==> config.mk <==
export PLATFORM = sky130hd
export DESIGN_NAME = xcr_int_entry_seq
export DESIGN_NICKNAME = d
export VERILOG_FILES = /design/src/rtl/xcr_int_entry_seq.sv
export SDC_FILE = /design/constraint.sdc
export NUM_CORES = 1
export LEC_CHECK = 0
export BUFFER_PORTS_ARGS = -buffer_cell sky130_fd_sc_hd__clkbuf_2
export CAP_MARGIN = 20
export CORE_MARGIN = 8
export CORE_UTILIZATION = 45
export CTS_CLUSTER_DIAMETER = 200
export DETAILED_ROUTE_END_ITERATION = 8
export PLACE_DENSITY = 0.74
export RECOVER_POWER = 25
export REMOVE_ABC_BUFFERS = 1
export SLEW_MARGIN = 10
export SYNTH_ARGS = -nofsm -noshare
export SYNTH_HDL_FRONTEND = slang
export SYNTH_SLANG_ARGS = --single-unit
==> constraint.sdc <==
create_clock -name clk -period 1.9 [get_ports clk]
set_input_delay 0.38 -clock clk [delete_from_list [all_inputs] [get_ports clk]]
set_output_delay 0.38 -clock clk [all_outputs]
set_load 0.005 [all_outputs]
==> src/rtl/xcr_int_entry_seq.sv <==
// Interrupt entry/return sequencer: stalls the core to a boundary, masks INTC enable over XCR,
// redirects fetch to the vector and back on IRET. Optional boundary timeout: XCR_SEQ_TIMEOUT_EN.
module xcr_int_entry_seq #(
  parameter int unsigned PC_W      = 24,
  parameter logic [2:0]  INTC_ADR  = 3'h0,
  parameter int unsigned EN_RD_BIT = 2,
  parameter int unsigned TIMEOUT   = 16
) (
  input  logic            clk,
  input  logic            rst,
  input  logic            int_req,
  input  logic [PC_W-1:0] ivec_addr,
  input  logic [PC_W-1:0] core_pc,
  input  logic            core_boundary,
  input  logic            iret,
  output logic            hold,
  output logic            redirect,
  output logic [PC_W-1:0] redirect_pc,
  output logic [PC_W-1:0] epc,
  output logic            in_isr,
  output logic            cr_busy,
  output logic            cr_cs,
  output logic            cr_we,
  output logic [2:0]      cr_adr,
  output logic [7:0]      cr_wdata,
  input  logic [7:0]      cr_rdata,
  output logic            seq_err
);

  typedef enum logic [2:0] {
    StIdle,
    StWaitBnd,
    StRdIntc,
    StWrDis,
    StEnter,
    StIsr,
    StRetWr,
    StRet
  } state_e;

  state_e          state_q, state_d;
  logic [PC_W-1:0] vec_q;
  logic [7:0]      saved_intc_q;
  logic            bus_d;

`ifdef XCR_SEQ_TIMEOUT_EN
  localparam int unsigned CntW = $clog2(TIMEOUT + 1);
  logic [CntW-1:0] cnt_q;
  logic            timeout_hit;
`endif

  always_comb begin
    state_d = state_q;
`ifdef XCR_SEQ_TIMEOUT_EN
    timeout_hit = 1'b0;
`endif
    unique case (state_q)
      StIdle:    if (int_req && !in_isr) state_d = StWaitBnd;
      StWaitBnd: begin
        // A dropped request wins over a boundary seen in the same cycle.
        if (!int_req) begin
          state_d = StIdle;
        end else if (core_boundary) begin
          state_d = StRdIntc;
        end
`ifdef XCR_SEQ_TIMEOUT_EN
        else if (cnt_q == CntW'(TIMEOUT - 1)) begin
          state_d     = StIdle;
          timeout_hit = 1'b1;
        end
`endif
      end
      StRdIntc:  state_d = StWrDis;
      StWrDis:   state_d = StEnter;
      StEnter:   state_d = StIsr;
      StIsr:     if (iret) state_d = StRetWr;
      StRetWr:   state_d = StRet;
      StRet:     state_d = StIdle;
      default:   state_d = StIdle;
    endcase
  end

  assign bus_d = (state_d == StRdIntc) || (state_d == StWrDis) || (state_d == StRetWr);

  // Outputs are registered from the next state so they line up with the state register.
  always_ff @(posedge clk) begin
    if (rst) begin
      state_q      <= StIdle;
      hold         <= 1'b0;
      redirect     <= 1'b0;
      redirect_pc  <= '0;
      epc          <= '0;
      in_isr       <= 1'b0;
      cr_busy      <= 1'b0;
      cr_cs        <= 1'b0;
      cr_we        <= 1'b0;
      cr_adr       <= 3'h0;
      cr_wdata     <= 8'h00;
      vec_q        <= '0;
      saved_intc_q <= 8'h00;
    end else begin
      state_q  <= state_d;
      hold     <= (state_d != StIdle) && (state_d != StIsr);
      redirect <= (state_d == StEnter) || (state_d == StRet);
      in_isr   <= (state_d == StIsr) || (state_d == StRetWr) || (state_d == StRet);
      cr_busy  <= bus_d;
      cr_cs    <= bus_d;
      cr_we    <= (state_d == StWrDis) || (state_d == StRetWr);
      if (bus_d) cr_adr <= INTC_ADR;

      if (state_q == StWaitBnd && state_d == StRdIntc) begin
        epc   <= core_pc;
        vec_q <= ivec_addr;
      end
      if (state_q == StRdIntc) saved_intc_q <= cr_rdata;

      // WR_DIS is entered on the same edge that captures the read data.
      if (state_d == StWrDis) cr_wdata <= {1'b0, 5'b0, cr_rdata[1:0]};
      if (state_d == StRetWr) cr_wdata <= {saved_intc_q[EN_RD_BIT], 5'b0, saved_intc_q[1:0]};
      if (state_d == StEnter) redirect_pc <= vec_q;
      if (state_d == StRet)   redirect_pc <= epc;
    end
  end

`ifdef XCR_SEQ_TIMEOUT_EN
  always_ff @(posedge clk) begin
    if (rst) begin
      cnt_q   <= '0;
      seq_err <= 1'b0;
    end else begin
      cnt_q <= (state_q == StWaitBnd) ? cnt_q + 1'b1 : '0;
      if (timeout_hit) seq_err <= 1'b1;
    end
  end
`else
  assign seq_err = 1'b0;
`endif

  logic unused_bits;
  assign unused_bits = ^{saved_intc_q, TIMEOUT};

endmodule

# == Yosys cells after proc, flatten, opt, wreduce, memory -nomap -nowiden ==
# Cells that the tools add are included.
# classes
n_eq_ne,14
n_mux,9
reduce_logical,14
# ops
op,count
$mux 24,2
$eq 3x3->1 const B,8
$pmux 3 s8,1
$mux 8,2
$eq 3x2->1 const B,4
$mux 3,4
$logic_or 1x1->1,6
$reduce_bool 2->1,2
$eq 3x1->1 const B,1
$logic_and 1x1->1,3
$logic_not 3->1,1
$ne 3x3->1 const B,1
$reduce_bool 3->1,1
$logic_not 1->1,1
# word_totals
reg_bits,86
in_bits,61
out_inout_bits,66
word_cells,48

# == Longest topological paths before layout ==
# logic_depth
word_depth,7
depth_mapped,7
ltp_nobuf,4

# == Worst setup path before layout ==
# No wires, ideal clock.
# synth_timing
kind,reg-to-reg
start,reg state_q[2]
end,reg epc[10]
setup_time_ns,0.132
arrival_time_ns,1.213
setup_slack_ns,0.555
path_stages_with_launch,8
path_buffers,3
path_cell_list,dfxtp_1 > buf_6 > nand3b_4 > or2_1 > buf_4 > buf_4 > nand2_1 > a21oi_1
# synth_between
elab_chain_cells,5
elab_cells_between_ends,15
cone_classes,8 x eq/ne; 5 x mux; 2 x reduce/logical
# synth_lines
element,line_no,text
"start, declared",41,"state_e state_q, state_d;"
"start signal, assigned",88,state_q <= StIdle;
"start signal, assigned",102,state_q <= state_d;
$mux 3,63,end else if (core_boundary) begin
$mux 3,61,if (!int_req) begin
$pmux 3 s8,57,unique case (state_q)
$eq 3x2->1,111,if (state_q == StWaitBnd && state_d == StRdIntc) begin
$logic_and 1x1->1 *,111,
"end signal, assigned",112,epc <= core_pc;
"end, declared",19,"output logic [PC_W-1:0] epc,"
# Every way passes the cells marked *; elsewhere a longest branch is shown, timed or not.
# A chain may end at the register's enable or synchronous reset.

# == Worst setup path in the final report ==
# layout_timing
start,reg state_q[2]
end,reg hold
# layout_between
elab_chain_cells,5
elab_cells_between_ends,16
cone_classes,8 x eq/ne; 5 x mux; 3 x reduce/logical
# layout_lines
element,line_no,text
$mux 3,63,
$mux 3,61,
$pmux 3 s8 *,57,
$ne 3x3->1 / $reduce_bool 3->1 (equally long branches),103,hold <= (state_d != StIdle) && (state_d != StIsr);
$logic_and 1x1->1 *,103,
"end signal, assigned",103,
"end, declared",16,"output logic hold,"
# Marks and branches as above.

==> run metrics <==
fill cell count 749; Slew HR 57.2%; share of cells above drive strength 1 25.2%; Core Area 7650 sq um; peak supply drop 408 uV; initial core utilization 45.7%; Placer Congestion 0.746; final period utilization 91.8%; met3 Resource Use GR 5.70%; post-synthesis sequential area ratio 49.2%; commonest non-fill, non-tap cell in the layout nand2_1; met1 Resource Use GR 19.1%; initial antenna violation count 0; Internal Power 2.64 mW; max-slew violation count 0; RSZ-0062 raised after global routing no; worst skew pair latency 350 ps; Max FO, Critical Path 13; Most Used Layer, Global Route met2; Area after DPL 4060 sq um; wire length of the first global-routing pass 14.5 mm; top cell type's share of synthesized area 49.2%; most frequent cells in the layout nand2_1, clkbuf_2, dfxtp_1; total CTS buffers 9; Die Ht 104 um; row count 32; worst hold-check path type in2reg; final hold violation count 0; Yosys top cell by area dfxtp_1; Mapped Cells 419; WL per Instance 14.2 um; fin crit period 1740 ps; GR Layer Usage met2 26.3%; Setup Viol. Count Final 0; clk root buf clkbuf_8; worst endpoint required time 2140 ps; Max-Cap Viols 0; NetSw 0.810 mW; clock power share 38.3%; CTS tree done; Routed Wire Length 8.82 mm; Cell Pwr Density 816 nW/um^2; Arr. time, crit path 1980 ps; combinational power share 7.4%; area of the multi-input gates 1520 sq um; post-CTS sizing 0; Pleak 1.57 nW; register area 1720 sq um; setup TNS 0 ps; Switching Fraction 23.5%; DRC Markers 0; largest net degree at the start of global routing 43; Layout area overhead 21.0%; final instance area 4230 sq um; gr ovfl total 0; Total Power 3.45 mW; Die Width 104 um; drt first-iter violations 146; Synth Register Bits 86; Vias/cell 5.06; dpl hpwl 6.18 mm; final non-filler cell total 622; syn_area_per_cell 8.34 sq um; postcts setup bufs 0; Synth area leaders dfxtp_1, nand2_1, a21oi_1; Distinct cells, synth 33; startpoint types flop; utilization after layout 55.3%; die area 10800 sq um; kind of critical path reg2reg; status complete, no violations; Seq pwr share 54.3%; clock tree sinks 86; Post-DRT Antenna Nets 0; IO Pins 127; PortBufs 112; largest buffer count on any clock path 2; Total Nets Final 576; skew final 8.33 ps; vias in the first global route 3071; CP Capture Type flop; fmax 573 MHz; H-tree depth 3; YS warnings 0; drt first pass iters 4; # hold bufs at CTS 0; clock-pin slew on the worst setup and hold paths 90 ps; DR vias 3149; GRT Total Usage 16.0%; Inserted Diodes 0; Inst Count DP 606; Mapped Area 3500 sq um; worst slew pin tran 642 ps
through the flow:
| stage | worst slack (ps) | hold WS (ps) |
|---|---|---|
| after floorplan | -647 | 431 |
| after global placement | 324 | 442 |
| after detailed placement | 250 | 447 |
| after CTS | 233 | 229 |
| after global routing | 69.2 | 231 |
| final | 155 | 243 |
cells by family (layout without fill, tap and decap cells):
| family | Yosys count | in the layout | share of synthesized area, % |
|---|---|---|---|
| compound gates | 82 | 82 | 16.4 |
| xor+xnor | 3 | 3 | 0.752 |
| buf+inv | 46 | 139 | 8.16 |
| flops | 86 | 86 | 49.2 |
| mux | 5 | 5 | 1.43 |
| other cells | 1 | 9 | 0.107 |
| simple gates | 196 | 196 | 23.9 |
synthesized netlist by cell type:
library cell,instances
nand2_1,123
dfxtp_1,86
a21oi_1,52
nor2_1,35
nand3_1,24
buf_4,19
a311oi_1,15
clkbuf_1,12
a311oi_2,9
buf_2,9
mux2i_1,5
buf_6,4
a22oi_1,2
buf_1,2
nor2b_1,2
or2_2,2
xor2_1,2
a211oi_1,1
a22oi_2,1
and2_1,1
and3b_1,1
and4b_1,1
conb_1,1
nand2_2,1
nand2b_1,1
nand3b_4,1
nor2_2,1
nor3b_1,1
nor3b_4,1
o21ai_0,1
o21bai_1,1
or2_1,1
xnor2_1,1
worst paths after layout:
| kind | slack, ps | end | start | cells past startpoint |
|---|---|---|---|---|
| max reg2reg | 160 | hold$_SDFF_PP0_ | state_q[2]$_SDFF_PP0_ | 4 |
| min reg2reg | 460 | vec_q[23]$_SDFFE_PP0P_ | vec_q[23]$_SDFFE_PP0P_ | 2 |
| max | 160 | hold$_SDFF_PP0_ | state_q[2]$_SDFF_PP0_ | 4 |
| min | 240 | epc[7]$_SDFFE_PP0P_ | core_pc[7] | 3 |
sequential cells by signal (all words and copies together) (netlist names):
signal,flops
redirect,1
epc,24
saved_intc_q,3
hold,1
in_isr,1
cr_cs,1
state_q,3
cr_wdata,3
redirect_pc,24
vec_q,24
cr_we,1
layout make-up:
cell class / instances / area share, %
Clock inverter: 4 / 1.30
Timing Repair Buffer: 123 / 15.3
Tap cell: 102 / 3.02
Multi-Input combinational cell: 295 / 36.0
Clock buffer: 12 / 3.67
Sequential cell: 86 / 40.7
power by group through the flow:
stage	Sequential (mW)	Clock [mW]	Combinational, mW
finish	1.87	1.32	0.256
global route	1.88	1.45	0.287
CTS	1.87	1.36	0.263
detailed placement	1.92	0	0.262
global placement	1.91	0	0.258
floorplan	1.91	0	0.101
critical path, cell delays in order (launching register included):
cell,delay [ps]
dfxtp_1,570
clkbuf_1,550
xor2_1,280
xnor2_1,150
a21oi_1,90
per-layer routing:
| metal | vias up | routed length, um |
|---|---|---|
| met4 | 0 | 121 |
| met5 | - | 0 |
| li1 | 1572 | - |
| met1 | 1444 | 3870 |
| met3 | 12 | 661 |
| met2 | 121 | 4170 |
No activity file was read; power rests on OpenSTA's default activity.
